$ cat src/rtl/video_cfg_shadow.sv
// Double-buffered video configuration bank: MCU writes land in shadow words and are copied
// atomically to the active bank on flyback (or timeout/force), then announced by a req/ack handshake.
module video_cfg_shadow #(
    parameter int NUM_REGS    = 11,
    parameter int DATA_W      = 32,
    parameter int ADDR_W      = 6,
    parameter int SYNC_STAGES = 2,
    parameter int TIMEOUT_W   = 20,
    parameter logic [NUM_REGS*DATA_W-1:0] RESET_VAL = '0
) (
    input  logic                       clk,
    input  logic                       reset,
    input  logic [31:0]                reg_wdata,
    output logic [31:0]                reg_rdata,
    input  logic [ADDR_W-1:0]          reg_addr,
    input  logic                       reg_wstrobe,
    input  logic                       flybk_async,
    input  logic                       cfg_ack_async,
    output logic [NUM_REGS*DATA_W-1:0] active_regs,
    output logic                       cfg_req,
    output logic                       commit_pending,
    output logic                       irq
);

    localparam int WORD_W = ADDR_W - 2;
    localparam logic [WORD_W-1:0] CTRL_IDX = WORD_W'(NUM_REGS);
    localparam logic [WORD_W-1:0] CNT_IDX  = WORD_W'(NUM_REGS + 1);

    typedef enum logic [2:0] {
        IDLE,
        WAIT_FLY,
        APPLY,
        REQ,
        REL
    } state_t;

    state_t                state_reg, state_next;
    logic [TIMEOUT_W-1:0]  wait_cnt_reg, wait_cnt_next;
    logic                  cfg_req_reg, cfg_req_next;
    logic                  apply;
    logic                  timeout_set;

    logic [SYNC_STAGES-1:0] flybk_sync_reg;
    logic [SYNC_STAGES-1:0] ack_sync_reg;
    logic                   flybk_prev_reg;
    logic                   flybk_s;
    logic                   cfg_ack_s;
    logic                   fly_edge;

    logic                   done_reg;
    logic                   timeout_reg;
    logic                   irq_en_reg;
    logic                   irq_reg;
    logic [15:0]            commit_cnt_reg;

    logic [DATA_W-1:0]      shadow_reg [NUM_REGS];
    logic [DATA_W-1:0]      active_reg [NUM_REGS];
    logic [31:0]            shadow_ext [NUM_REGS];
    logic [DATA_W-1:0]      wr_word;

    logic [WORD_W-1:0]      word_idx;
    logic                   ctrl_wr;
    logic                   addr_unused;

    assign word_idx    = reg_addr[ADDR_W-1:2];
    assign addr_unused = &{1'b0, reg_addr[1:0]};
    assign ctrl_wr     = reg_wstrobe && (word_idx == CTRL_IDX);
    // Size cast truncates or zero-extends the bus word to the configured width.
    assign wr_word     = DATA_W'(reg_wdata);

    // ---------------------------------------------------------------- synchronisers
    always_ff @(posedge clk or negedge reset) begin
        if (!reset) begin
            flybk_sync_reg <= '0;
            ack_sync_reg   <= '0;
            flybk_prev_reg <= 1'b0;
        end else begin
            flybk_sync_reg <= {flybk_sync_reg[SYNC_STAGES-2:0], flybk_async};
            ack_sync_reg   <= {ack_sync_reg[SYNC_STAGES-2:0], cfg_ack_async};
            flybk_prev_reg <= flybk_s;
        end
    end

    assign flybk_s   = flybk_sync_reg[SYNC_STAGES-1];
    assign cfg_ack_s = ack_sync_reg[SYNC_STAGES-1];
    assign fly_edge  = flybk_s && !flybk_prev_reg;

    // ---------------------------------------------------------------- register banks
    generate
        for (genvar gi = 0; gi < NUM_REGS; gi++) begin : g_bank
            always_ff @(posedge clk or negedge reset) begin
                if (!reset) begin
                    shadow_reg[gi] <= RESET_VAL[gi*DATA_W +: DATA_W];
                    active_reg[gi] <= RESET_VAL[gi*DATA_W +: DATA_W];
                end else begin
                    if (reg_wstrobe && (word_idx == WORD_W'(gi))) begin
                        shadow_reg[gi] <= wr_word;
                    end
                    // Non-blocking copy: a shadow write in the same cycle is not seen here.
                    if (apply) begin
                        active_reg[gi] <= shadow_reg[gi];
                    end
                end
            end

            assign active_regs[gi*DATA_W +: DATA_W] = active_reg[gi];
            assign shadow_ext[gi] = 32'(shadow_reg[gi]);
        end
    endgenerate

    // ---------------------------------------------------------------- read mux
    always_comb begin
        reg_rdata = '0;
        if (word_idx == CTRL_IDX) begin
            reg_rdata = {24'h0, cfg_ack_s, cfg_req_reg, flybk_s, done_reg,
                         timeout_reg, irq_en_reg, 1'b0, commit_pending};
        end else if (word_idx == CNT_IDX) begin
            reg_rdata = {16'h0, commit_cnt_reg};
        end else begin
            for (int i = 0; i < NUM_REGS; i++) begin
                if (word_idx == WORD_W'(i)) begin
                    reg_rdata = shadow_ext[i];
                end
            end
        end
    end

    // ---------------------------------------------------------------- commit FSM
    always_ff @(posedge clk or negedge reset) begin
        if (!reset) begin
            state_reg    <= IDLE;
            wait_cnt_reg <= '0;
            cfg_req_reg  <= 1'b0;
        end else begin
            state_reg    <= state_next;
            wait_cnt_reg <= wait_cnt_next;
            cfg_req_reg  <= cfg_req_next;
        end
    end

    always_comb begin
        state_next    = state_reg;
        wait_cnt_next = wait_cnt_reg;
        cfg_req_next  = cfg_req_reg;
        apply         = 1'b0;
        timeout_set   = 1'b0;
        case (state_reg)
            IDLE: begin
                if (ctrl_wr && reg_wdata[1]) begin
                    state_next    = APPLY;
                    wait_cnt_next = '0;
                end else if (ctrl_wr && reg_wdata[0]) begin
                    state_next    = WAIT_FLY;
                    wait_cnt_next = '0;
                end
            end
            WAIT_FLY: begin
                wait_cnt_next = wait_cnt_reg + 1'b1;
                // A real flyback edge wins over a simultaneous terminal count.
                if (fly_edge) begin
                    state_next = APPLY;
                end else if (&wait_cnt_next) begin
                    state_next  = APPLY;
                    timeout_set = 1'b1;
                end
            end
            APPLY: begin
                apply        = 1'b1;
                cfg_req_next = 1'b1;
                state_next   = REQ;
            end
            REQ: begin
                if (cfg_ack_s) begin
                    cfg_req_next = 1'b0;
                    state_next   = REL;
                end
            end
            REL: begin
                if (!cfg_ack_s) begin
                    state_next = IDLE;
                end
            end
            default: begin
                state_next   = IDLE;
                cfg_req_next = 1'b0;
            end
        endcase
    end

    // ---------------------------------------------------------------- status and interrupt
    always_ff @(posedge clk or negedge reset) begin
        if (!reset) begin
            done_reg       <= 1'b0;
            timeout_reg    <= 1'b0;
            irq_en_reg     <= 1'b0;
            irq_reg        <= 1'b0;
            commit_cnt_reg <= '0;
        end else begin
            if (ctrl_wr) begin
                irq_en_reg <= reg_wdata[2];
            end
            // Set has priority over write-one-to-clear.
            if (apply) begin
                done_reg <= 1'b1;
            end else if (ctrl_wr && reg_wdata[4]) begin
                done_reg <= 1'b0;
            end
            if (timeout_set) begin
                timeout_reg <= 1'b1;
            end else if (ctrl_wr && reg_wdata[3]) begin
                timeout_reg <= 1'b0;
            end
            if (apply) begin
                commit_cnt_reg <= commit_cnt_reg + 16'd1;
            end
            irq_reg <= irq_en_reg && (done_reg || timeout_reg);
        end
    end

    assign cfg_req        = cfg_req_reg;
    assign commit_pending = (state_reg != IDLE);
    assign irq            = irq_reg;

endmodule

$ cat config.mk
export PLATFORM = sky130hd
export DESIGN_NAME = video_cfg_shadow
export DESIGN_NICKNAME = d
export VERILOG_FILES = /design/src/rtl/video_cfg_shadow.sv
export SDC_FILE = /design/constraint.sdc
export NUM_CORES = 1
export LEC_CHECK = 0
export CAP_MARGIN = 10
export CORE_AREA = 5 5 273 275
export CTS_CLUSTER_DIAMETER = 200
export DETAILED_ROUTE_END_ITERATION = 8
export DIE_AREA = 0 0 278 280
export GPL_ROUTABILITY_DRIVEN = 0
export GPL_TIMING_DRIVEN = 0
export PLACE_DENSITY = 0.67
export SLEW_MARGIN = 20
export SYNTH_ARGS = -nofsm -noshare
export SYNTH_HDL_FRONTEND = slang
export SYNTH_SLANG_ARGS = --single-unit
$ cat constraint.sdc
create_clock -name clk -period 3 [get_ports clk]
set_input_delay 0.3 -clock clk [delete_from_list [all_inputs] [get_ports clk]]
set_output_delay 0.3 -clock clk [all_outputs]
set_load 0.01 [all_outputs]
==> results.ini <==
[run_status]
status = finished, violations left
violations = setup timing

[place]
dp.cells = 3666
post-dp-hpwl_um = 82660
io_buffers = 425

[synthesis]
synthesis.nets = 2321
ys.flop_type = dfrtp_1
async_reset_ff_share_pct = 100.0
synth_edf_count = 0
ys_ff_latch = 753
seq_area_frac_synth_pct = 58.83
synth_area_per_cell_um2 = 14.08
synthesis.area_um2 = 32030
ys_types = 70
yosys_warnings = 0
syn-instance-count = 2275

[clock_tree]
clockBufferDepth = 3
htree_levels = 3
tritoncts = built
cts-root-buf = clkbuf_16
cts.sinks = 753
clkLatencyLatePin_ns = 0.63
cts_buffers = 80
clk_pin_slew_ns = 0.06

[power]
leakagePower_nw = 17.73
p_sw_share_pct = 33.27
power_frac_comb_pct = 36.7
p_total_w = 0.04215
p_seq_share_pct = 39.5
ir_worst_vdd_mv = 0.6033
power_per_cell_area_nw_per_um2 = 1032
pwr-share-clk_pct = 23.8
switchingPower_w = 0.01403
internal-power_w = 0.02813

[global_routing]
grt-ovfl-total = 0
use_met1_pct = 36.43
first_global_vias = 23320
gr-usage-met3_pct = 8.820
met2_usage_pct = 44.97
top_usage_layer = met2
grtUsageTotal_pct = 28.23
grt_pass1_wl_um = 162400
antenna_found_initial = 5
grt_max_degree = 104

[sta]
fmax_mhz = 326.9
skew_ns = 0.01979
hold_viol_final = 0
setup_ws_ns = -0.05884
drv_slew = 0
worst_pin_slew_ns = 1.112
finalWorstPathRequiredPeriod_ns = 3.059
relSlewSlack_pct = 25.89
rsz0062_at_grt = yes
finalCritPeriodShare_pct = 102.0
setup_viol = 1

[floorplan]
initial_core_util_pct = 44.43
rows = 99
ioPinCount = 430
die_area_um2 = 77840
die_h_um = 280
core_area_um2 = 72090
chipWidth_um = 278

[final_layout]
final_common_cell = dfrtp_1
final_cell_mix = 753 x dfrtp_1, 663 x mux2_2, 393 x clkdlybuf4s50_1, 83 x clkbuf_16
fin_cells = 3823
area_delta_synth_final_pct = 27.57
nNetsFinal = 2844
multi_input_area_um2 = 12500
nFillCells = 5817
drive_gt1_share_pct = 35.48
register_area_um2 = 18840

[worst_hold_path]
hold_class = in2reg

[critical_path]
crit_fanout = 10
arrival_ns = 2.76
cp-end-kind = output port
worstPathRequired_ns = 2.70
startpoint_type = input port
path_class = in2out

[detailed_routing]
post-route-drc-count = 0
routed_wl_um = 112400
detail-route-antenna-nets = 0
wl_per_cell_um = 29.41
drt-vias-per-instance = 5.857
vias = 22390
drt_iter0_markers = 1951
dr.pass1.iters = 6

[job]
max_cap_viol_count = 0

==> routing by layer <==
layer,wire length [um],vias up
met5,29,-
li1,-,9383
met4,4605,4
met1,44620,11760
met2,52880,1029
met3,10290,216
==> cell families after synthesis <==
logic type,share of synthesized area (%)
and+or+nand+nor,4.066
muxes,27.05
adders and majority gates,0.1172
AOI/OAI and AO/OA,6.648
buffers and inverters,2.742
DFF,58.83
xor gates and xnor gates,0.5469
==> power by group through the flow <==
stage	clock network [W]	logic (W)	registers (W)
finish	0.0100	0.0155	0.0167
global route	0.0106	0.0163	0.0170
CTS	0.0101	0.0155	0.0166
detailed placement	0	0.0154	0.0168
global placement	0	0.0151	0.0167
floorplan	0	0.00658	0.0167
==> critical path: stages <==
cell and delay [ns]:
clkdlybuf4s50_1 0.49, buf_6 0.20, clkbuf_1 0.36, a211oi_2 0.43
o221ai_1 0.20, a21oi_2 0.21, clkdlybuf4s50_1 0.56
==> stage by stage <==
stage          setup WS, ns  TNS (ns)  hold slack [ns]  cell area (um2)  util, %
2_1_floorplan        0.8368         0         0.004409            32030        -
3_3_place_gp         -31.33         -           0.3400            37490    52.00
3_5_place_dp         -1.665    -43.75           0.3371            37680    52.27
4_1_cts            -0.04688   -0.1034          0.09442            40770    56.56
5_1_grt            -0.07014  -0.07014           0.1028            40860    56.68
6_report           -0.05884  -0.05884           0.1188            40860    56.68
==> path summary, 6_finish.rpt <==
path | from | slack, ns | to | cells past startpoint
max | reg_addr[5] | -0.06 | reg_rdata[9] | 7
min | cfg_ack_async | 0.12 | ack_sync_reg[0] | 1
max reg2reg | state_reg[1] | 0.42 | active_regs[27] | 5
min reg2reg | flybk_sync_reg[0] | 0.36 | flybk_sync_reg[1] | 0
max in group asynchronous | reset | 0.90 | active_regs[233] | 5
min in group asynchronous | reset | 0.27 | active_regs[59] | 2
==> Yosys cell counts, types with 5 or more instances <==
master     number  area, um2
dfrtp_1       753      18840
mux2_2        663       7466
buf_2          78      390.4
clkbuf_1       77      289.0
nand2_1        77      289.0
a22oi_1        74      555.5
a21oi_1        65      325.3
nor2_1         58      217.7
o21ai_0        57      285.3
mux2_1         45      506.7
nand3_1        30      150.1
mux4_2         29      653.1
buf_1          17      63.81
inv_1          15      56.30
o211ai_1       15      112.6
nand4_1        14      87.58
a211o_1        12      105.1
o22ai_1        12      75.07
o21ai_1        11      55.05
xnor2_1        11      96.34
a2bb2oi_1      10      87.58
nor2b_1        10      62.56
a221o_1         9      90.09
xor2_1          9      78.83
and2_1          8      50.05
a22o_1          6      52.55
a31oi_1         6      37.54
and3_1          6      37.54
o21a_1          6      45.04
o221ai_1        6      52.55
o41ai_1         6      52.55
a41oi_1         5      43.79
nor3_1          5      25.02
==> final cells by class <==
cell class	instances	area share, %
Multi-Input combinational cell	1326	30.59
Buffer	179	2.593
Sequential cell	753	46.11
Timing Repair Buffer	442	11.12
Antenna cell	3	0.01837
Clock inverter	34	0.8818
Tap cell	959	2.936
Inverter	16	0.1470
Clock buffer	111	5.606
==> repair_timing <==
item	4_1_cts	5_1_grt
gates resized for setup	158	18
buffers inserted	6	3
hold endpoints to repair	79	0
hold buffers	1	0
gates cloned	0	0
setup endpoints to repair	32	13
pin swaps	6	4
Note: power is estimated with default switching activity, not from simulation.
